==> src/rtl/dense_fetch_pkg.sv <==
`default_nettype none
// ============================================================================
// Module   : dense_fetch_pkg
// Brief    : Shared types and constants for the dense-layer weight fetcher.
// Revision : 1.0 - initial release
// ============================================================================
package dense_fetch_pkg;

    // Number of int8 weights packed into one ROM word.
    localparam int WORDS_PER_INT8 = 4;
    // Data width carried through the output buffer; matches the ROM word.
    localparam int FETCH_WIDTH    = 32;

    typedef enum logic [1:0] {
        IDLE   = 2'd0,
        ISSUE  = 2'd1,
        DRAIN  = 2'd2,
        FINISH = 2'd3
    } fetch_state_t;

    typedef struct packed {
        logic [FETCH_WIDTH-1:0] data;
        logic                   row_last;
        logic                   layer_last;
    } fetch_word_t;

endpackage
`default_nettype wire

==> src/rtl/dense_weight_fetcher_fifo.sv <==
`default_nettype none
// ============================================================================
// Module   : fetch_fifo
// Brief    : Synchronous first-word-fall-through FIFO of fetch_word_t entries.
//            Push and pop in the same cycle are allowed, including when full.
// Revision : 1.0 - initial release
// ============================================================================
module fetch_fifo
    import dense_fetch_pkg::*;
#(
    parameter int DEPTH = 4
) (
    input  logic                         clk,
    input  logic                         rst,
    input  logic                         i_push,
    input  fetch_word_t                  i_data,
    input  logic                         i_pop,
    output fetch_word_t                  o_head,
    output logic [$clog2(DEPTH+1)-1:0]   o_count
);

    localparam int c_PW = $clog2(DEPTH);
    localparam int c_CW = $clog2(DEPTH + 1);

    fetch_word_t       r_mem [DEPTH];
    logic [c_PW-1:0]   r_wr_ptr;
    logic [c_PW-1:0]   r_rd_ptr;
    logic [c_CW-1:0]   r_count;

    // Pointer and occupancy bookkeeping; power-of-2 depth lets pointers wrap naturally.
    always_ff @(posedge clk) begin
        if (rst) begin
            r_wr_ptr <= '0;
            r_rd_ptr <= '0;
            r_count  <= '0;
        end else begin
            if (i_push) r_wr_ptr <= r_wr_ptr + c_PW'(1);
            if (i_pop)  r_rd_ptr <= r_rd_ptr + c_PW'(1);
            case ({i_push, i_pop})
                2'b10:   r_count <= r_count + c_CW'(1);
                2'b01:   r_count <= r_count - c_CW'(1);
                default: r_count <= r_count;
            endcase
        end
    end

    // Storage array; contents need no reset because the head is qualified by count.
    always_ff @(posedge clk) begin
        if (i_push) r_mem[r_wr_ptr] <= i_data;
    end

    assign o_head  = r_mem[r_rd_ptr];
    assign o_count = r_count;

endmodule
`default_nettype wire

==> src/rtl/dense_weight_fetcher.sv <==
`default_nettype none
// ============================================================================
// Module   : dense_weight_fetcher
// Brief    : Walks one dense layer's weights row-major out of the weight ROM
//            (1-cycle read latency), buffers them in a small FIFO and presents
//            them as a valid/ready stream tagged with row_last / layer_last.
//            Optional macro DENSE_FETCH_BOUNDS_CHECK_EN adds a bounds_err port
//            and refuses layers that would run past the end of the ROM.
// Revision : 1.0 - initial release
// ============================================================================
module dense_weight_fetcher
    import dense_fetch_pkg::*;
#(
    parameter int DEPTH        = 16384,
    parameter int WIDTH        = 32,
    parameter int MAX_FEATURES = 1024,
    parameter int FIFO_DEPTH   = 4,
    localparam int c_AW        = $clog2(DEPTH),
    localparam int c_FW        = $clog2(MAX_FEATURES + 1)
) (
    input  logic             clk,
    input  logic             reset,
    input  logic             start,
    input  logic [c_AW-1:0]  base_addr,
    input  logic [c_FW-1:0]  in_features,
    input  logic [c_FW-1:0]  out_features,
    output logic [c_AW-1:0]  rom_addr,
    output logic             rom_read_enable,
    input  logic [WIDTH-1:0] rom_weight,
    output logic             w_valid,
    input  logic             w_ready,
    output logic [WIDTH-1:0] w_data,
    output logic             w_row_last,
    output logic             w_layer_last,
    output logic             busy,
    output logic             done
`ifdef DENSE_FETCH_BOUNDS_CHECK_EN
    ,
    output logic             bounds_err
`endif
);

    localparam int c_CW = $clog2(FIFO_DEPTH + 1);

    fetch_state_t     r_state;
    logic [c_AW-1:0]  r_addr;
    logic [c_FW-1:0]  r_wpr;
    logic [c_FW-1:0]  r_out;
    logic [c_FW-1:0]  r_col;
    logic [c_FW-1:0]  r_row;
    logic             r_inflight;
    logic             r_tag_row_last;
    logic             r_tag_layer_last;

    logic [c_FW+1:0]  w_wpr_sum;
    logic [c_FW-1:0]  w_wpr;
    logic             w_zero;
    logic             w_oob;
    logic             w_col_last;
    logic             w_row_is_last;
    logic [c_CW-1:0]  w_count;
    logic [c_CW:0]    w_credit;
    logic             w_issue;
    logic             w_pop;
    logic             w_drained;
    fetch_word_t      w_push_word;
    fetch_word_t      w_head;

    // Words per row = ceil(in_features / 4), computed from the live ports at start.
    assign w_wpr_sum = {2'b00, in_features} + (c_FW+2)'(WORDS_PER_INT8 - 1);
    assign w_wpr     = c_FW'(w_wpr_sum / (c_FW+2)'(WORDS_PER_INT8));
    assign w_zero    = (in_features == '0) || (out_features == '0);

`ifdef DENSE_FETCH_BOUNDS_CHECK_EN
    localparam int c_BW = c_AW + 2 * c_FW + 1;
    logic [c_BW-1:0] w_span_end;
    logic            r_bounds_err;

    assign w_span_end = c_BW'(base_addr) + c_BW'(w_wpr) * c_BW'(out_features);
    assign w_oob      = w_span_end > c_BW'(DEPTH);

    // Error flag is re-evaluated on every accepted start and held until the next one.
    always_ff @(posedge clk) begin
        if (reset) begin
            r_bounds_err <= 1'b0;
        end else if ((r_state == IDLE) && start) begin
            r_bounds_err <= w_oob;
        end
    end

    assign bounds_err = r_bounds_err;
`else
    assign w_oob = 1'b0;
`endif

    assign w_col_last    = (r_col == r_wpr - c_FW'(1));
    assign w_row_is_last = (r_row == r_out - c_FW'(1));

    // Credit counts buffered plus in-flight words, crediting back a same-cycle pop
    // so a consumer that is always ready sees one word per clock.
    assign w_pop    = w_valid && w_ready;
    assign w_credit = (c_CW+1)'(w_count) + (c_CW+1)'(r_inflight) - (c_CW+1)'(w_pop);
    assign w_issue  = (r_state == ISSUE) && (w_credit < (c_CW+1)'(FIFO_DEPTH));

    // Drain completes when the FIFO empties this cycle and nothing is still returning.
    assign w_drained = !r_inflight && (w_count == c_CW'(w_pop));

    // Sequencer: operand latch, row/column walk with a running address, and tag pipeline.
    always_ff @(posedge clk) begin
        if (reset) begin
            r_state          <= IDLE;
            r_addr           <= '0;
            r_wpr            <= '0;
            r_out            <= '0;
            r_col            <= '0;
            r_row            <= '0;
            r_inflight       <= 1'b0;
            r_tag_row_last   <= 1'b0;
            r_tag_layer_last <= 1'b0;
        end else begin
            r_inflight <= 1'b0;
            case (r_state)
                IDLE: begin
                    if (start) begin
                        r_wpr  <= w_wpr;
                        r_out  <= out_features;
                        r_addr <= base_addr;
                        r_col  <= '0;
                        r_row  <= '0;
                        r_state <= (w_zero || w_oob) ? FINISH : ISSUE;
                    end
                end
                ISSUE: begin
                    if (w_issue) begin
                        r_inflight       <= 1'b1;
                        r_tag_row_last   <= w_col_last;
                        r_tag_layer_last <= w_col_last && w_row_is_last;
                        // Row-major layout makes base + row*wpr + col a simple increment.
                        r_addr           <= r_addr + c_AW'(1);
                        if (w_col_last) begin
                            r_col <= '0;
                            r_row <= r_row + c_FW'(1);
                            if (w_row_is_last) r_state <= DRAIN;
                        end else begin
                            r_col <= r_col + c_FW'(1);
                        end
                    end
                end
                DRAIN: begin
                    if (w_drained) r_state <= FINISH;
                end
                FINISH: begin
                    r_state <= IDLE;
                end
                default: begin
                    r_state <= IDLE;
                end
            endcase
        end
    end

    assign w_push_word = '{data: rom_weight, row_last: r_tag_row_last, layer_last: r_tag_layer_last};

    fetch_fifo #(
        .DEPTH (FIFO_DEPTH)
    ) u_fifo (
        .clk     (clk),
        .rst     (reset),
        .i_push  (r_inflight),
        .i_data  (w_push_word),
        .i_pop   (w_pop),
        .o_head  (w_head),
        .o_count (w_count)
    );

    assign rom_addr        = r_addr;
    assign rom_read_enable = w_issue;
    assign w_valid         = (w_count != '0);
    assign w_data          = w_valid ? w_head.data : '0;
    assign w_row_last      = w_valid && w_head.row_last;
    assign w_layer_last    = w_valid && w_head.layer_last;
    assign busy            = (r_state != IDLE);
    assign done            = (r_state == FINISH);

endmodule
`default_nettype wire

==> config.mk <==
export PLATFORM = sky130hd
export DESIGN_NAME = dense_weight_fetcher
export DESIGN_NICKNAME = d
export VERILOG_FILES = /design/src/rtl/dense_fetch_pkg.sv /design/src/rtl/dense_weight_fetcher_fifo.sv /design/src/rtl/dense_weight_fetcher.sv
export SDC_FILE = /design/constraint.sdc
export NUM_CORES = 1
export LEC_CHECK = 0
export ABC_CLOCK_PERIOD_IN_PS = 6000
export BUFFER_PORTS_ARGS = -buffer_cell sky130_fd_sc_hd__buf_2
export CORE_MARGIN = 2
export CORE_UTILIZATION = 40
export CTS_CLUSTER_DIAMETER = 40
export DETAILED_ROUTE_END_ITERATION = 12
export PLACE_DENSITY = 0.67
export SKIP_LAST_GASP = 1
export SLEW_MARGIN = 20
export SYNTH_ARGS = -nofsm -noshare
export SYNTH_HDL_FRONTEND = slang
export SYNTH_SLANG_ARGS = --single-unit
==> constraint.sdc <==
create_clock -name clk -period 6 [get_ports clk]
set_clock_uncertainty 0.05 [all_clocks]
set_input_delay 0.6 -clock clk [delete_from_list [all_inputs] [get_ports clk]]
set_output_delay 0.6 -clock clk [all_outputs]
set_load 0.02 [all_outputs]
==> run_results.csv <==
group,metric,value,unit
outcome,run_status,"finished, final reports clean",
place,place_area,0.0103,mm²
sta,period_share,0.688,
sta,layout_min_cycle_time,4130,ps
global_route,overflow,0,
global_route,first_global_vias,6145,
floorplan,core-area,0.0233,mm²
clock_network,cts_htree_levels,1,
synth,yosys_warnings,0,
clock_network,cts_sinks,207,
global_route,track_usage,0.155,
synth,netlist_area,0.00938,mm²
drt,first_iter_violations,383,
setup_path,start_kind,"flop",
floorplan,io_pins,124,
finish,area_growth,20.2,%
setup_path,cp_slowest_cell,"o311ai_1",
setup_path,path_cells,"inv_1, nand3_1, buf_4, and2_1, ha_1, inv_1, ha_1, and3b_1, o21a_1, o311ai_1, inv_1, buf_2",
global_route,gr-max-usage-layer,"met2",
worst_hold_path,hold_class,"primary input to flop",
global_route,grt_max_degree,55,
place,dpl.hpwl,12400,µm
setup_path,cpMostUsedCell,"inv_1",
drt,wl_per_cell,15.9,µm
setup_path,max_stage_delay,610,ps
synth,synth_area_leaders,"edfxtp_1, dfxtp_1, mux4_2",
global_route,antenna_found_initial,0,
synth,synthTopCellsByCount,"edfxtp_1, dfxtp_1, nand2_1",
finish,diodes,0,
floorplan,rows,56,
clock_network,post_cts_buffers,0,
sta,hold_slack,219,ps
place,io_buffers,123,
drt,viasPerCell,5.17,
drt,vias,6299,
synth,netlist_instances,760,
sta,maxSlewHeadroom,0.319,
clock_network,hold_buffers,0,
synth,synthArstFlopShare,0,
clock_network,clk_pin_slew,50,ps
setup_path,worstPathArrival,3480,ps
floorplan,chipWidth,157,µm
setup_path,setup.worst_path.end_class,"primary output",
clock_network,cts_root_buf,"clkbuf_16",
drt,drtAntennaViolNets,0,
global_route,grt_use_met2,0.260,
finish,layout.cells.non_filler,1219,
setup_path,cp.required,5350,ps
synth,synth-main-ff-cell,"edfxtp_1",
synth,synth_top_cell_area_share,0.435,
clock_network,numCtsBuffers,30,
synth,synth_cell_types,62,
sta,fmax,0.242,GHz
drt,drt-total-wl,19300,µm
clock_network,cts_tree,"built",
sta,timing.final.max_slew_violations,0,
global_route,grt_use_met1,0.210,
synth,syn_avg_cell_area,12.3,µm²
floorplan,start_util,0.403,
finish,nets,967,
sta,tns,0,ps
setup_path,critPathMaxFanout,36,
clock_network,clock_path_buffers,3,
place,gp_congestion,0.775,
synth,yosysSeqAreaShare,0.587,
drt,drt_pass1_iterations,5,
synth,synth_top_cell_by_area,"edfxtp_1",
finish,drive_above_1_share,0.244,
synth,synth_edf_count,136,
setup_path,path_delay_family,"buffers and inverters",
synth,synth-seq-cells,207,
clock_network,clk_latency,530,ps
job,max-cap-violations,0,
floorplan,dieArea,0.0247,mm²
pwr,p_leak,4.03,nW
global_route,use_met3,0.0270,
clock_network,ctsResizeCount,0,
global_route,grt_pass1_wl,30900,µm
sta,tightestPinTransition,1020,ps
finish,stdcell_area,0.0113,mm²
pwr,ir_worst_vdd,258,µV
sta,hold_viol_final,0,
pwr,p_per_area,436,mW/mm²
place,dp.cells,1164,
pwr,finalPower,0.00492,W
synth,synthesis.nets,850,
floorplan,die_y,157,µm
setup_path,critical_path_buf_inv_count,5,
synth,post-synth-top-count-cell,"edfxtp_1",
drt,drc,0,
setup_path,critPathKind,"flop to primary output",
sta,setup_viol,0,
sta,rsz0062_at_grt,"false",
[per-stage QoR]
step           utilization  setup WS [ps]
2_1_floorplan            -           2720
3_3_place_gp         0.442           2010
3_5_place_dp         0.442           1900
4_1_cts              0.485           1790
5_1_grt              0.485           1530
6_report             0.485           1870
[layer usage]
metal,part of all wire,vias up
li1,-,3078
met1,0.46,3035
met2,0.47,159
met3,0.051,27
met4,0.018,0
met5,0,-
[logic make-up after synthesis]
| logic type | share of synthesized area |
|---|---|
| AND/OR/NAND/NOR | 0.132 |
| adder cells (fa/ha/maj) | 0.0248 |
| AO/OA/AOI/OAI | 0.0929 |
| buffers and inverters | 0.0304 |
| XOR/XNOR | 0.0439 |
| multiplexers | 0.0892 |
| flip-flops | 0.587 |
[worst paths after layout]
kind | slack (ps) | cells after the start | to | from
max | 1870 | 12 | rom_read_enable | u_fifo.o_count[2]
min | 220 | 1 | u_fifo.r_mem[2][27] | rom_weight[25]
max reg2reg | 1930 | 15 | r_col[6] | u_fifo.o_count[2]
min reg2reg | 420 | 2 | r_out[10] | r_out[10]
[report_power, final]
part / switching, W / internal (W) / total [W]
clock network: 0.000620 / 0.00108 / 0.00170
logic: 0.000852 / 0.000557 / 0.00141
registers: 0.000128 / 0.00167 / 0.00180
total: 0.00160 / 0.00331 / 0.00492
[final cells by class]
type,instances,area [µm²]
clock buffer,37,807
clock inverter,18,200
fill,2109,12000
inverter,26,97.6
multi-input combinational,481,3600
sequential,207,5510
tap,319,399
timing repair buffer,131,676
[flip-flops by register name (all words and copies together) (netlist names), 2 cells and up, named ones only]
signal and cells:
rom_addr 14, r_col 11, r_row 11, u_fifo.r_rd_ptr 2
u_fifo.r_wr_ptr 2, u_fifo.o_count 3, r_state 2, r_wpr 10
u_fifo.r_mem 136, r_out 11
[layout by cell type (no fill, tap or decap), types with 8 or more instances in the layout]
| master | Yosys | routed |
|---|---|---|
| edfxtp_1 | 136 | 136 |
| buf_2 | 6 | 123 |
| dfxtp_1 | 71 | 70 |
| nand2_1 | 60 | 60 |
| nor2_1 | 58 | 58 |
| and2_1 | 40 | 40 |
| a21oi_1 | 39 | 38 |
| mux4_2 | 34 | 34 |
| clkbuf_16 | 0 | 30 |
| inv_1 | 26 | 26 |
| xnor2_1 | 25 | 25 |
| nand3_1 | 23 | 23 |
| xor2_1 | 22 | 22 |
| o21ai_0 | 20 | 20 |
| a211oi_1 | 18 | 18 |
| ha_1 | 17 | 17 |
| nand4_1 | 12 | 12 |
| or3_1 | 10 | 10 |
| nor3_1 | 9 | 9 |
| nor4_1 | 8 | 8 |
| buf_4 | 0 | 8 |
Note: power is estimated with default switching activity, not from simulation.
